$ cat config.mk
export PLATFORM = sky130hd
export DESIGN_NAME = alu_op_sequencer
export DESIGN_NICKNAME = d
export VERILOG_FILES = /design/src/rtl/cpu_ops_pkg.sv /design/src/rtl/alu_op_decode.sv /design/src/rtl/alu_op_sequencer.sv
export SDC_FILE = /design/constraint.sdc
export NUM_CORES = 1
export LEC_CHECK = 0
export ABC_AREA = 1
export BUFFER_PORTS_ARGS = -buffer_cell sky130_fd_sc_hd__buf_2
export CAP_MARGIN = 20
export CORE_MARGIN = 5
export CORE_UTILIZATION = 50
export CTS_CLUSTER_DIAMETER = 120
export DETAILED_ROUTE_END_ITERATION = 12
export PLACE_DENSITY = 0.75
export SLEW_MARGIN = 20
export SYNTH_ARGS = -nofsm -noshare
export SYNTH_HDL_FRONTEND = slang
export SYNTH_SLANG_ARGS = --single-unit
$ cat constraint.sdc
create_clock -name clk -period 1.51 [get_ports clk]
set_input_delay 0.2265 -clock clk [delete_from_list [all_inputs] [get_ports clk]]
set_output_delay 0.2265 -clock clk [all_outputs]
set_load 0.005 [all_outputs]
$ cat src/rtl/cpu_ops_pkg.sv
// Shared CPU operation constants: opcodes, ALU select codes, op classes and
// the ALU sequencer state encoding. Used by the ALU, decoder and sequencer.
package cpu_ops_pkg;

  localparam int OP_W  = 5;
  localparam int SEL_W = 5;
  localparam int RA_W  = 4;

  // ISA opcodes
  localparam logic [OP_W-1:0] OPC_LD   = 5'd0;
  localparam logic [OP_W-1:0] OPC_LDI  = 5'd1;
  localparam logic [OP_W-1:0] OPC_ST   = 5'd2;
  localparam logic [OP_W-1:0] OPC_ADD  = 5'd3;
  localparam logic [OP_W-1:0] OPC_SUB  = 5'd4;
  localparam logic [OP_W-1:0] OPC_AND  = 5'd5;
  localparam logic [OP_W-1:0] OPC_OR   = 5'd6;
  localparam logic [OP_W-1:0] OPC_ROR  = 5'd7;
  localparam logic [OP_W-1:0] OPC_ROL  = 5'd8;
  localparam logic [OP_W-1:0] OPC_SHR  = 5'd9;
  localparam logic [OP_W-1:0] OPC_SHRA = 5'd10;
  localparam logic [OP_W-1:0] OPC_SHL  = 5'd11;
  localparam logic [OP_W-1:0] OPC_ADDI = 5'd12;
  localparam logic [OP_W-1:0] OPC_ANDI = 5'd13;
  localparam logic [OP_W-1:0] OPC_ORI  = 5'd14;
  localparam logic [OP_W-1:0] OPC_DIV  = 5'd15;
  localparam logic [OP_W-1:0] OPC_MUL  = 5'd16;
  localparam logic [OP_W-1:0] OPC_NEG  = 5'd17;
  localparam logic [OP_W-1:0] OPC_NOT  = 5'd18;

  // ALU select codes; 0 means no operation
  localparam logic [SEL_W-1:0] ALU_NOP   = 5'd0;
  localparam logic [SEL_W-1:0] ALU_ADD   = 5'd1;
  localparam logic [SEL_W-1:0] ALU_SUB   = 5'd2;
  localparam logic [SEL_W-1:0] ALU_AND   = 5'd3;
  localparam logic [SEL_W-1:0] ALU_OR    = 5'd4;
  localparam logic [SEL_W-1:0] ALU_NEG   = 5'd5;
  localparam logic [SEL_W-1:0] ALU_NOT   = 5'd6;
  localparam logic [SEL_W-1:0] ALU_SHR   = 5'd7;
  localparam logic [SEL_W-1:0] ALU_SHL   = 5'd8;
  localparam logic [SEL_W-1:0] ALU_ROR   = 5'd9;
  localparam logic [SEL_W-1:0] ALU_ROL   = 5'd10;
  localparam logic [SEL_W-1:0] ALU_DIV   = 5'd11;
  localparam logic [SEL_W-1:0] ALU_MUL   = 5'd12;
  localparam logic [SEL_W-1:0] ALU_SHRA  = 5'd13;
  localparam logic [SEL_W-1:0] ALU_INCPC = 5'd14;

  // Operation classes: reg-reg, reg-immediate, unary, mul/div, illegal
  typedef enum logic [2:0] {
    CLS_RR  = 3'd0,
    CLS_RI  = 3'd1,
    CLS_UN  = 3'd2,
    CLS_MD  = 3'd3,
    CLS_ILL = 3'd4
  } op_class_e;

  // Sequencer state encoding
  localparam logic [2:0] ST_IDLE = 3'd0;
  localparam logic [2:0] ST_T3   = 3'd1;
  localparam logic [2:0] ST_T4   = 3'd2;
  localparam logic [2:0] ST_T5   = 3'd3;
  localparam logic [2:0] ST_T6   = 3'd4;
  localparam logic [2:0] ST_DONE = 3'd5;

endpackage

$ cat src/rtl/alu_op_decode.sv
// Combinational opcode decoder: opcode -> operation class and ALU select code.
module alu_op_decode
  import cpu_ops_pkg::*;
(
  input  logic [OP_W-1:0]  opcode,
  output op_class_e        op_class,
  output logic [SEL_W-1:0] alu_select
);

  // Map each supported opcode to its class and ALU function
  always_comb begin
    op_class   = CLS_ILL;
    alu_select = ALU_NOP;
    case (opcode)
      OPC_ADD:  begin op_class = CLS_RR; alu_select = ALU_ADD;  end
      OPC_SUB:  begin op_class = CLS_RR; alu_select = ALU_SUB;  end
      OPC_AND:  begin op_class = CLS_RR; alu_select = ALU_AND;  end
      OPC_OR:   begin op_class = CLS_RR; alu_select = ALU_OR;   end
      OPC_SHR:  begin op_class = CLS_RR; alu_select = ALU_SHR;  end
      OPC_SHRA: begin op_class = CLS_RR; alu_select = ALU_SHRA; end
      OPC_SHL:  begin op_class = CLS_RR; alu_select = ALU_SHL;  end
      OPC_ROR:  begin op_class = CLS_RR; alu_select = ALU_ROR;  end
      OPC_ROL:  begin op_class = CLS_RR; alu_select = ALU_ROL;  end
      OPC_ADDI: begin op_class = CLS_RI; alu_select = ALU_ADD;  end
      OPC_ANDI: begin op_class = CLS_RI; alu_select = ALU_AND;  end
      OPC_ORI:  begin op_class = CLS_RI; alu_select = ALU_OR;   end
      OPC_NEG:  begin op_class = CLS_UN; alu_select = ALU_NEG;  end
      OPC_NOT:  begin op_class = CLS_UN; alu_select = ALU_NOT;  end
      OPC_MUL:  begin op_class = CLS_MD; alu_select = ALU_MUL;  end
      OPC_DIV:  begin op_class = CLS_MD; alu_select = ALU_DIV;  end
      default:  begin op_class = CLS_ILL; alu_select = ALU_NOP; end
    endcase
  end

endmodule

$ cat src/rtl/alu_op_sequencer.sv
// ALU T-state sequencer: captures one decoded instruction per start pulse and
// drives register-file, latch, bus-driver and writeback strobes per state.
//
//  state | meaning
//  IDLE  | waiting for start; all outputs 0
//  T3    | first operand onto bus, load Y
//  T4    | second operand / immediate onto bus, ALU op valid, load Z
//  T5    | Z low onto bus, write Rd (or LO for mul/div)
//  T6    | Z high onto bus, write HI (mul/div only)
//  DONE  | completion pulse (plus illegal for unknown opcodes)
module alu_op_sequencer
  import cpu_ops_pkg::*;
(
  input  logic             clk,
  input  logic             clr_n,
  input  logic             start,
  input  logic [OP_W-1:0]  opcode,
  input  logic [RA_W-1:0]  ra,
  input  logic [RA_W-1:0]  rb,
  input  logic [RA_W-1:0]  rc,
  input  logic             hold,
  output logic             busy,
  output logic             done,
  output logic             illegal,
  output logic [SEL_W-1:0] alu_select,
  output logic [RA_W-1:0]  rf_rsel,
  output logic             rf_out,
  output logic             c_out,
  output logic             y_in,
  output logic             z_in,
  output logic             zlow_out,
  output logic             zhigh_out,
  output logic             lo_in,
  output logic             hi_in,
  output logic [RA_W-1:0]  rf_wsel,
  output logic             rf_we
);

  logic [2:0]       state, state_nxt;
  op_class_e        cls_q;
  logic [SEL_W-1:0] sel_q;
  logic [RA_W-1:0]  ra_q, rb_q, rc_q;

  op_class_e        dec_class;
  logic [SEL_W-1:0] dec_select;

  alu_op_decode u_decode (
    .opcode     (opcode),
    .op_class   (dec_class),
    .alu_select (dec_select)
  );

  // Next-state logic; class of the incoming opcode picks the entry state
  always_comb begin
    state_nxt = ST_IDLE;
    case (state)
      ST_IDLE: begin
        if (!start)                   state_nxt = ST_IDLE;
        else if (dec_class == CLS_ILL) state_nxt = ST_DONE;
        else if (dec_class == CLS_UN)  state_nxt = ST_T4;
        else                           state_nxt = ST_T3;
      end
      ST_T3:   state_nxt = ST_T4;
      ST_T4:   state_nxt = ST_T5;
      ST_T5:   state_nxt = (cls_q == CLS_MD) ? ST_T6 : ST_DONE;
      ST_T6:   state_nxt = ST_DONE;
      ST_DONE: state_nxt = ST_IDLE;
      default: state_nxt = ST_IDLE;
    endcase
  end

  // State and field capture; hold freezes both, reset overrides hold
  always_ff @(posedge clk) begin
    if (!clr_n) begin
      state <= ST_IDLE;
      cls_q <= CLS_RR;
      sel_q <= ALU_NOP;
      ra_q  <= '0;
      rb_q  <= '0;
      rc_q  <= '0;
    end else if (!hold) begin
      state <= state_nxt;
      if (state == ST_IDLE && start) begin
        cls_q <= dec_class;
        sel_q <= dec_select;
        ra_q  <= ra;
        rb_q  <= rb;
        rc_q  <= rc;
      end
    end
  end

  // Moore output decode; hold only gates write strobes and the done pulse
  always_comb begin
    busy       = (state != ST_IDLE);
    done       = 1'b0;
    illegal    = 1'b0;
    alu_select = ALU_NOP;
    rf_rsel    = '0;
    rf_out     = 1'b0;
    c_out      = 1'b0;
    y_in       = 1'b0;
    z_in       = 1'b0;
    zlow_out   = 1'b0;
    zhigh_out  = 1'b0;
    lo_in      = 1'b0;
    hi_in      = 1'b0;
    rf_wsel    = '0;
    rf_we      = 1'b0;
    case (state)
      ST_T3: begin
        rf_out     = 1'b1;
        rf_rsel    = (cls_q == CLS_MD) ? ra_q : rb_q;
        y_in       = !hold;
        alu_select = sel_q;
      end
      ST_T4: begin
        alu_select = sel_q;
        z_in       = !hold;
        case (cls_q)
          CLS_RR:  begin rf_out = 1'b1; rf_rsel = rc_q; end
          CLS_RI:  c_out = 1'b1;
          CLS_UN:  begin rf_out = 1'b1; rf_rsel = rb_q; end
          CLS_MD:  begin rf_out = 1'b1; rf_rsel = rb_q; end
          default: ;
        endcase
      end
      ST_T5: begin
        zlow_out = 1'b1;
        if (cls_q == CLS_MD) begin
          lo_in = !hold;
        end else begin
          rf_wsel = ra_q;
          rf_we   = !hold;
        end
      end
      ST_T6: begin
        zhigh_out = 1'b1;
        hi_in     = !hold;
      end
      ST_DONE: begin
        done    = !hold;
        illegal = !hold && (cls_q == CLS_ILL);
      end
      default: ;
    endcase
  end

endmodule

==> results of run 1 <==
==> metal layers <==
| metal | GRT usage, % | wire length (um) |
|---|---|---|
| met4 | 4.935 | 27 |
| met2 | 28.55 | 1718 |
| met3 | 3.552 | 242 |
| met1 | 21.64 | 1707 |
| met5 | 0 | 0 |
==> sequential cells by signal, summed over array words and instances (netlist names) <==
name,flops
state,3
rb_q,4
rc_q,4
ra_q,4
sel_q,4
cls_q,3
==> Yosys cell counts <==
cell      instances
a21oi_1          25
a31oi_1           2
buf_2             1
buf_4             1
buf_6             3
clkbuf_1          2
clkbuf_2          1
conb_1            1
dfxtp_1          22
ha_1              6
inv_1            36
inv_2             1
inv_4             1
nand2_1          40
nand2_2           2
nand3_1          12
nand3_4           1
nand4_1           3
nor2_1           15
nor2_4            4
nor3_1            2
nor4_1            2
o211ai_1          4
o21a_1            1
o21ai_0          25
o22ai_1           4
==> power by group through the flow <==
stage	registers, uW	logic (uW)	clock network (uW)
CTS	670	393	458
finish	672	435	460
floorplan	670	248	0
global route	677	490	482
global placement	673	343	0
detailed placement	674	345	0
==> cell families after synthesis <==
group | Yosys count
buffers and inverters | 46
flip-flops | 22
AND/OR/NAND/NOR | 81
other | 1
AO/OA/AOI/OAI | 61
adder cells (fa/ha/maj) | 6
==> cell usage in the layout, fill, tap and decap left out, types with 4 or more instances in the layout <==
cell and instances:
nand3_4 5, nor2_4 4, nand3_1 8, nor2_1 12, o211ai_1 4, a21oi_1 22, inv_2 7, nand2_1 39
ha_1 6, buf_2 44, inv_1 28, dfxtp_4 4, buf_4 8, o21ai_0 23, dfxtp_1 16
==> metrics by stage <==
step,hold slack (ns),setup WS [ns],cells
detailed placement,0.4458,0.1189,287
CTS,0.1832,-0.04811,296
global placement,0.4479,0.1400,287
floorplan,0.4047,0.3134,217
finish,0.1835,-0.1477,299
global route,0.1815,-0.1982,299
==> timing repair <==
action                     in CTS  in global routing
setup endpoints to repair      17                 18
buffers inserted                5                  3
pin swaps                       2                  4
resized for setup              33                 16
hold endpoints to repair        0                  0
==> path summary, 6_finish.rpt <==
path	end	depth (start not counted)	from	slack [ns]
worst min-delay path	rb_q[2]$_SDFFE_PN0P_	3	rb[2]	0.18
worst max-delay path	rf_rsel[0]	7	cls_q[1]$_SDFFE_PN0P_	-0.15
worst max register to register	state[0]$_SDFFE_PN0N_	10	cls_q[2]$_SDFFE_PN0P_	0.15
worst min register to register	rc_q[2]$_SDFFE_PN0P_	2	rc_q[2]$_SDFFE_PN0P_	0.48
==> worst reg2reg max path, cell delays in order, from the launching register on <==
cell     delay, ns
dfxtp_4       0.40
inv_4         0.09
nand3_4       0.07
buf_6         0.13
buf_4         0.13
nand2_4       0.09
nand2_1       0.07
nor2_1        0.12
nand2_1       0.07
nand2_1       0.06
a21oi_1       0.05
==> cell type report <==
type                       instances  area share [%]
timing repair buffer              55           16.61
inverter                          38           7.727
clock buffer                       3           1.159
multi-input combinational        149           47.39
clock inverter                     1           1.545
sequential                        22           23.57
tap                               31           1.996
==> metrics.md, run 1 <==
| Metric | Value |
|---|---|
| Status | `finished, violations left` |
| Min Clock Period, post-route | `1.658 ns` |
| Post-route setup slack | `-0.1477 ns` |
| Multi-input logic area | `920.9 um2` |
| Total gr overflow | `0` |
| Crit end category | `primary output` |
| Sw Pwr | `492.1 uW` |
| Yosys top cell area share | `30.77%` |
| Drt first pass iters | `4` |
| All-Layer GR Usage | `16.99%` |
| Final antenna-violating net count | `0` |
| Max-slew violations | `0` |
| Mapped cell area | `0.001431 mm2` |
| CP top delay family | `flip-flops` |
| Main area contributors after synthesis | `dfxtp_1, nand2_1, inv_1` |
| Syn nets | `244` |
| Simple-gate share of the synthesized area | `26.75%` |
| Share of cells above drive strength 1 | `36.94%` |
| Maxcap violations | `0` |
| Yosys cell types | `26` |
| Area grow syn2layout | `35.75%` |
| Avg Inst Size Synth | `6.596 um2` |
| Multiplexer share of the synthesized area | `0%` |
| Layout Skew | `0.002509 ns` |
| I/O pin count | `46` |
| Core area | `0.002758 mm2` |
| Die Span X | `63.51 um` |
| N_diodes | `0` |
| Drt initial violations | `92` |
| IO buf count | `44` |
| Failing checks | `setup timing` |
| Clock Root Buffer | `clkbuf_4` |
| Core Util, Final | `70.46%` |
| Wire per inst | `12.36 um` |
| Synth Area in Adders | `5.245%` |
| CP peak stage delay | `0.35 ns` |
| Crit Path Category | `reg -> out` |
| Post-route cell area | `0.001943 mm2` |
| Int Pwr | `1076 uW` |
| Final Power | `1568 uW` |
| RSZ-0062 raised after global routing | `true` |
| Pwr Density | `806.8 mW/mm2` |
| Vias per Instance | `5.261` |
| Crit share post-route | `109.8%` |
| Comb pwr share | `27.8%` |
| CP max FO | `6` |
| # rows | `19` |
| Max H-tree Level | `1` |
| Final hold violations | `0` |
| Total Wirelength | `3696 um` |
| Clock Latency Late Sink | `0.31 ns` |
| Critical path required time | `1.28 ns` |
| Worst vdd rail ir drop | `0.5780 mV` |
| Dpl cell area | `0.001667 mm2` |
| Nets | `296` |
| Final setup TNS | `-0.8669 ns` |
| Register Area | `457.9 um2` |
| Clock tree from TritonCTS | `built` |
| Clock-pin slew on the worst setup and hold paths | `0.13 ns` |
| Largest net degree at the start of global routing | `29` |
| First-pass GRT wire length | `5816 um` |
| Register area share after synthesis | `30.77%` |
| Main combinational cell family by area after synthesis | `simple AND/OR/NAND/NOR gates` |
| Reg power frac | `42.9%` |
| Die area | `0.004033 mm2` |
| Switch share | `31.39%` |
| Buffers & Inverters on Critical Path | `3` |
| Slowest cell on the critical path | `dfxtp_2` |
| Clock power share | `29.3%` |
| Nature of the critical path startpoint | `flop` |
| Worst Path Arrival | `1.43 ns` |
| Total CTS buffers | `3` |
| Peak Freq | `603.3 MHz` |
| Count of final setup violators | `11` |
| Synth Register Bits | `22` |
| Final Wtd Congestion | `0.8359` |
| # hold bufs at CTS | `0` |
| Die Span Y | `63.51 um` |
| Hold WC Path Type | `in -> reg` |
| Synth warnings | `0` |
| Cells along the critical path | `buf_6 > nand3_4 > inv_2 > a21oi_1 > o21ai_0 > nand2_1 > buf_2` |
| Post-synthesis compound-gate area fraction | `22.73%` |
| Final HPWL DP | `2490 um` |
| Synth Area in XOR/XNOR | `0%` |
| Filler cells | `244` |
| Clk sinks | `22` |
| Top cell type by total area after synthesis | `dfxtp_1` |
| Post-route DRC | `0` |
| Starting Density | `51.91%` |
| Lkg Pwr | `0.0009558 uW` |
| Vias | `1573` |
| Max Root-Sink Buffers | `2` |
| Initial antenna violation count | `0` |
| Mapped Cells | `217` |
| Vias in the first global route | `1369` |
Power figures use the tool's default switching activity.
==> run 2, diff against run 1 <==
- CORE_UTILIZATION: 50 -> 39
- PLACE_DENSITY: 0.75 -> 0.6
==> run 2 against run 1 <==
Net effect:
- the run still ends with setup timing left
- fmax increased by 9.2%
- total power up 2.7%
- sequential share of layout area increased by 0.43 points
- die area up 24%
- combinational power shrank 7.8%
- worst hold slack better by 0.056 ns
- largest power group unchanged
- highest routed layer unchanged
==> metrics.md, run 2 (synthesis results as in run 1) <==
| Metric | Value |
|---|---|
| Worst-case hold slack | `0.2399 ns` |
| Status | `finished, violations left` |
| Die Span X | `70.58 um` |
| Post-route DRC | `0` |
| Int Pwr | `1145 uW` |
| Max H-tree Level | `1` |
| Most frequent cells in the layout | `buf_2, nand2_1, inv_1, a21oi_1, o21ai_0` |
| CP max FO | `4` |
| Fin cells | `314` |
| Peak Freq | `658.5 MHz` |
| Register Area | `456.7 um2` |
| Critical path required time | `1.28 ns` |
| Clock Root Buffer | `clkbuf_8` |
| Final HPWL DP | `2692 um` |
| Filler cells | `376` |
| Worst Path Arrival | `1.29 ns` |
| Core area | `0.003606 mm2` |
| Vias | `1527` |
| Die Span Y | `70.58 um` |
| Nature of the critical path startpoint | `flop` |
| Most common library cell in the layout ignoring fill and taps | `buf_2` |
| Clock-pin slew on the worst setup and hold paths | `0.08 ns` |
| Reg power frac | `41.7%` |
| Vias in the first global route | `1378` |
| Total Wirelength | `3741 um` |
| Slowest cell on the critical path | `dfxtp_4` |
| Total CTS buffers | `3` |
| Die area | `0.004982 mm2` |
| Clock Latency Late Sink | `0.26 ns` |
| # rows | `22` |
| Post-route cell area | `0.001903 mm2` |
| Share of cells above drive strength 1 | `33.46%` |
| Vias per Instance | `4.863` |
| Inst Count DP | `304` |
| CP peak stage delay | `0.38 ns` |
| All-Layer GR Usage | `14.34%` |
| Wire per inst | `11.91 um` |
| Initial antenna violation count | `0` |
| Clock power share | `33.4%` |
| Nets | `294` |
| Final hold violations | `0` |
| Total gr overflow | `0` |
| IO buf count | `44` |
| Final antenna-violating net count | `0` |
| Maxcap violations | `0` |
| Comb pwr share | `24.9%` |
| First-pass GRT wire length | `6009 um` |
| Switch share | `28.90%` |
| Worst vdd rail ir drop | `0.3715 mV` |
| I/O pin count | `46` |
| Max Root-Sink Buffers | `2` |
| Lkg Pwr | `0.0009453 uW` |
| Largest net degree at the start of global routing | `29` |
| Drt initial violations | `65` |
| Crit end category | `primary output` |
| Clk sinks | `22` |
| Area grow syn2layout | `32.95%` |
| N_diodes | `0` |
| Layout Skew | `0.0008799 ns` |
| Count of final setup violators | `1` |
| Sw Pwr | `465.5 uW` |
| Hold WC Path Type | `in -> reg` |
| Dpl cell area | `0.001675 mm2` |
| Cells along the critical path | `inv_4 > a21oi_4 > nand2_2 > o22ai_1 > nand2_1 > nand2_1 > buf_2` |
| Max-slew violations | `0` |
| Pwr Density | `846.3 mW/mm2` |
| Clock tree from TritonCTS | `built` |
| Most used cell, CP | `nand2_1` |
| # hold bufs at CTS | `0` |
| Min Clock Period, post-route | `1.518 ns` |
| Crit Path Category | `reg -> out` |
| Failing checks | `setup timing` |
| Drt first pass iters | `4` |
| Starting Density | `39.69%` |
| Crit share post-route | `100.6%` |
| RSZ-0062 raised after global routing | `true` |
| Multi-input logic area | `868.3 um2` |
| Final Wtd Congestion | `0.8516` |
| Post-route setup slack | `-0.008497 ns` |
-- run 2: changes by cell type in the layout (fill, tap and decap cells not counted), sizes merged --
cell	change
buf	-2
-- run 2: power groups by stage --
stage	combinational, uW	clock (uW)	sequential [uW]
finish	401	538	671
global route	450	576	679
CTS	381	553	663
detailed placement	344	0	674
global placement	343	0	673
floorplan	248	0	670
-- run 2: final timing paths --
path | start | end | slack [ns] | cells after the start
hold / removal | rc[0] | rc_q[0]$_SDFFE_PN0P_ | 0.24 | 3
hold reg to reg | rc_q[0]$_SDFFE_PN0P_ | rc_q[0]$_SDFFE_PN0P_ | 0.47 | 2
setup reg to reg | state[2]$_SDFFE_PN0N_ | rb_q[3]$_SDFFE_PN0P_ | 0.21 | 7
setup / recovery | cls_q[1]$_SDFFE_PN0P_ | rf_rsel[1] | -0.008 | 7
-- run 2: timing repair --
action	4_1_cts	5_1_grt
endpoints found under the setup margin	11	16
hold endpoints to repair	0	0
setup buffers	4	2
pin swaps	2	4
resized for setup	18	19
-- run 2: worst max-delay path, delay by kind of cell (launching register included) --
kind            cells  cell delay (ns)
flops               1             0.38
compound gates      2             0.28
simple gates        3             0.22
buf+inv             2             0.15
-- run 2: through the flow --
step	util, %	total power, uW	setup WS [ns]	TNS [ns]
after floorplan	-	917.2	0.3134	0
after global placement	46.46	1017	0.09857	0
after detailed placement	46.46	1018	0.08734	0
after CTS	50.97	1597	-0.02072	-0.03518
after global routing	52.78	1705	-0.08366	-0.2547
final	52.78	1611	-0.008497	-0.008497
-- run 2: layout make-up --
| class | count | share of cell area [%] |
|---|---|---|
| multi-input combinational | 149 | 45.63 |
| clock buffer | 3 | 2.170 |
| clock inverter | 1 | 1.578 |
| timing repair buffer | 53 | 15.32 |
| tap | 48 | 3.156 |
| sequential | 22 | 24.00 |
| inverter | 38 | 8.153 |
-- run 2: routing by layer --
layer  vias to the layer above  part of all wire, %  GRT usage [%]
met5                         -                    0              0
met4                         0                  2.0          5.219
met3                         6                  3.7          1.989
met2                        33                   50          26.30
met1                       681                   44          16.91
li1                        807                    -              -
==> run 3, diff against run 2 <==
- REMOVE_ABC_BUFFERS: default -> 1
==> run 3 against run 2 <==
Net effect:
- the flow now finishes without violations
- fmax increased by 0.95%
- largest cell class unchanged
- critical endpoint is now rf_out
- flip-flop and latch count unchanged
- global-route usage increased by 0.21 points
- utilization about the same
- wire length decreased by 2.0%
==> metrics.md, run 3 (synthesis results as in run 1) <==
| Metric | Value |
|---|---|
| Status | `completed` |
| CP peak stage delay | `0.40 ns` |
| Pwr Density | `758.3 mW/mm2` |
| Register Area | `456.7 um2` |
| Starting Density | `39.69%` |
| N_diodes | `0` |
| Hold path start | `ra[3]` |
| Worst Setup SP | `cls_q[1]$_SDFFE_PN0P_` |
| # rows | `22` |
| Vias per Instance | `4.728` |
| Final Power | `1444 uW` |
| Nature of the critical path startpoint | `flop` |
| RSZ-0062 raised after global routing | `true` |
| Cells along the critical path | `inv_6 > a21oi_4 > buf_4 > buf_4 > nand2_1 > nand2_1 > buf_2` |
| Reg2Reg Capture Point | `sel_q[3]$_SDFFE_PN0P_` |
| Crit end category | `primary output` |
| Final setup TNS | `0 ns` |
| GRT met1 Usage | `17.27%` |
| Total CTS buffers | `3` |
| Crit path to | `rf_out` |
| Clock Latency Late Sink | `0.26 ns` |
| Final hold violations | `0` |
| Worst reg2reg path depth | `7` |
| CP max FO | `3` |
| Hold WC Path Type | `in -> reg` |
| Die area | `0.004982 mm2` |
| Wire per inst | `11.71 um` |
| First-pass GRT wire length | `6065 um` |
| Crit Path Category | `reg -> out` |
| Worst vdd rail ir drop | `0.3278 mV` |
| Worst r2r src | `state[2]$_SDFFE_PN0N_` |
| Drt initial violations | `47` |
| Most common library cell in the layout ignoring fill and taps | `buf_2` |
| Largest net degree at the start of global routing | `29` |
| Initial antenna violation count | `0` |
| Grt peak-use layer | `met2` |
| Peak Freq | `664.8 MHz` |
| Vias in the first global route | `1442` |
| Die Span Y | `70.58 um` |
| Met2 Use GR | `26.09%` |
| All-Layer GR Usage | `14.55%` |
| IO buf count | `44` |
| Clock tree from TritonCTS | `built` |
| Core area | `0.003606 mm2` |
| Lkg Pwr | `0.0009338 uW` |
| Drt first pass iters | `6` |
| Total gr overflow | `0` |
| Multi-input logic area | `903.4 um2` |
| Share of cells above drive strength 1 | `34.72%` |
| Post-route DRC | `0` |
| Slowest cell on the critical path | `dfxtp_4` |
| Clock-pin slew on the worst setup and hold paths | `0.08 ns` |
| Die Span X | `70.58 um` |
| Max-slew violations | `0` |
| Critical path required time | `1.28 ns` |
| Vias | `1480` |
| Nets | `294` |
| Most frequent cells in the layout | `buf_2, nand2_1, inv_1, o21ai_0, a21oi_1` |
| Filler cells | `390` |
| # hold bufs at CTS | `0` |
| Final Wtd Congestion | `0.8388` |
| Reg-to-reg slack, setup | `0.21 ns` |
| Clock Root Buffer | `clkbuf_8` |
| Max H-tree Level | `1` |
| Max Root-Sink Buffers | `2` |
| Min Clock Period, post-route | `1.504 ns` |
| Area grow syn2layout | `33.04%` |
| Crit share post-route | `99.61%` |
| Met3 GRT Util | `1.989%` |
| Total Wirelength | `3666 um` |
| Final HPWL DP | `2658 um` |
| Maxcap violations | `0` |
| Count of final setup violators | `0` |
| Final antenna-violating net count | `0` |
| Worst Path Arrival | `1.28 ns` |
| I/O pin count | `46` |
| Layout Skew | `0.008263 ns` |
| Clk sinks | `22` |
## run 3: per-stage QoR
step	util [%]	cell area [um2]	std cells	setup slack, ns	hold WS, ns
after global placement	46.67	1683	305	0.1212	0.4434
after detailed placement	46.67	1683	305	0.09543	0.4496
after CTS	49.55	1787	310	-0.02866	0.2463
final	52.81	1904	313	0.005848	0.2450
after global routing	52.81	1904	313	-0.07018	0.2558
after floorplan	-	1373	209	0.2781	0.3648
## run 3: layer usage
metal / part of all wire, % / vias to the layer above
met5: 0 / -
met4: 1.9 / 0
li1: - / 807
met2: 51 / 23
met3: 3.7 / 6
met1: 43 / 644
## run 3: power breakdown
part | switching [uW] | total, uW | internal [uW] | leakage (uW)
sequential | 41.3 | 673 | 632 | 0.000184
combinational | 249 | 418 | 169 | 0.000728
clock | 175 | 353 | 178 | 0.0000216
## run 3: layout make-up
class | count | area share [%]
multi-input cells | 149 | 47.44
flip-flops and latches | 22 | 23.98
repair buffers | 53 | 15.11
inverters | 38 | 8.147
well taps | 48 | 3.154
clock buffers | 3 | 2.168
## run 3: how the worst min path moves through the flow
stage               slack, ns               endpoint  cells after the start
floorplan                0.36  sel_q[0]$_SDFFE_PN0P_                      2
global route             0.26   rc_q[3]$_SDFFE_PN0P_                      3
detailed placement       0.45   rc_q[2]$_SDFFE_PN0P_                      2
CTS                      0.25   rc_q[3]$_SDFFE_PN0P_                      3
finish                   0.25   ra_q[3]$_SDFFE_PN0P_                      3
global placement         0.44   rc_q[2]$_SDFFE_PN0P_                      2
## run 3: timing repair
item / CTS / global route
resized for setup: 16 / 26
hold endpoints to repair: 0 / 0
pin swaps: 3 / 4
setup endpoints to repair: 17 / 16
setup buffers: 2 / 3
## run 3: critical path, delay by kind of cell (launching register included)
kind	cells	cell delay (ns)
AO/OA/AOI/OAI	1	0.15
buffers and inverters	4	0.38
flip-flops	1	0.40
AND/OR/NAND/NOR	2	0.10
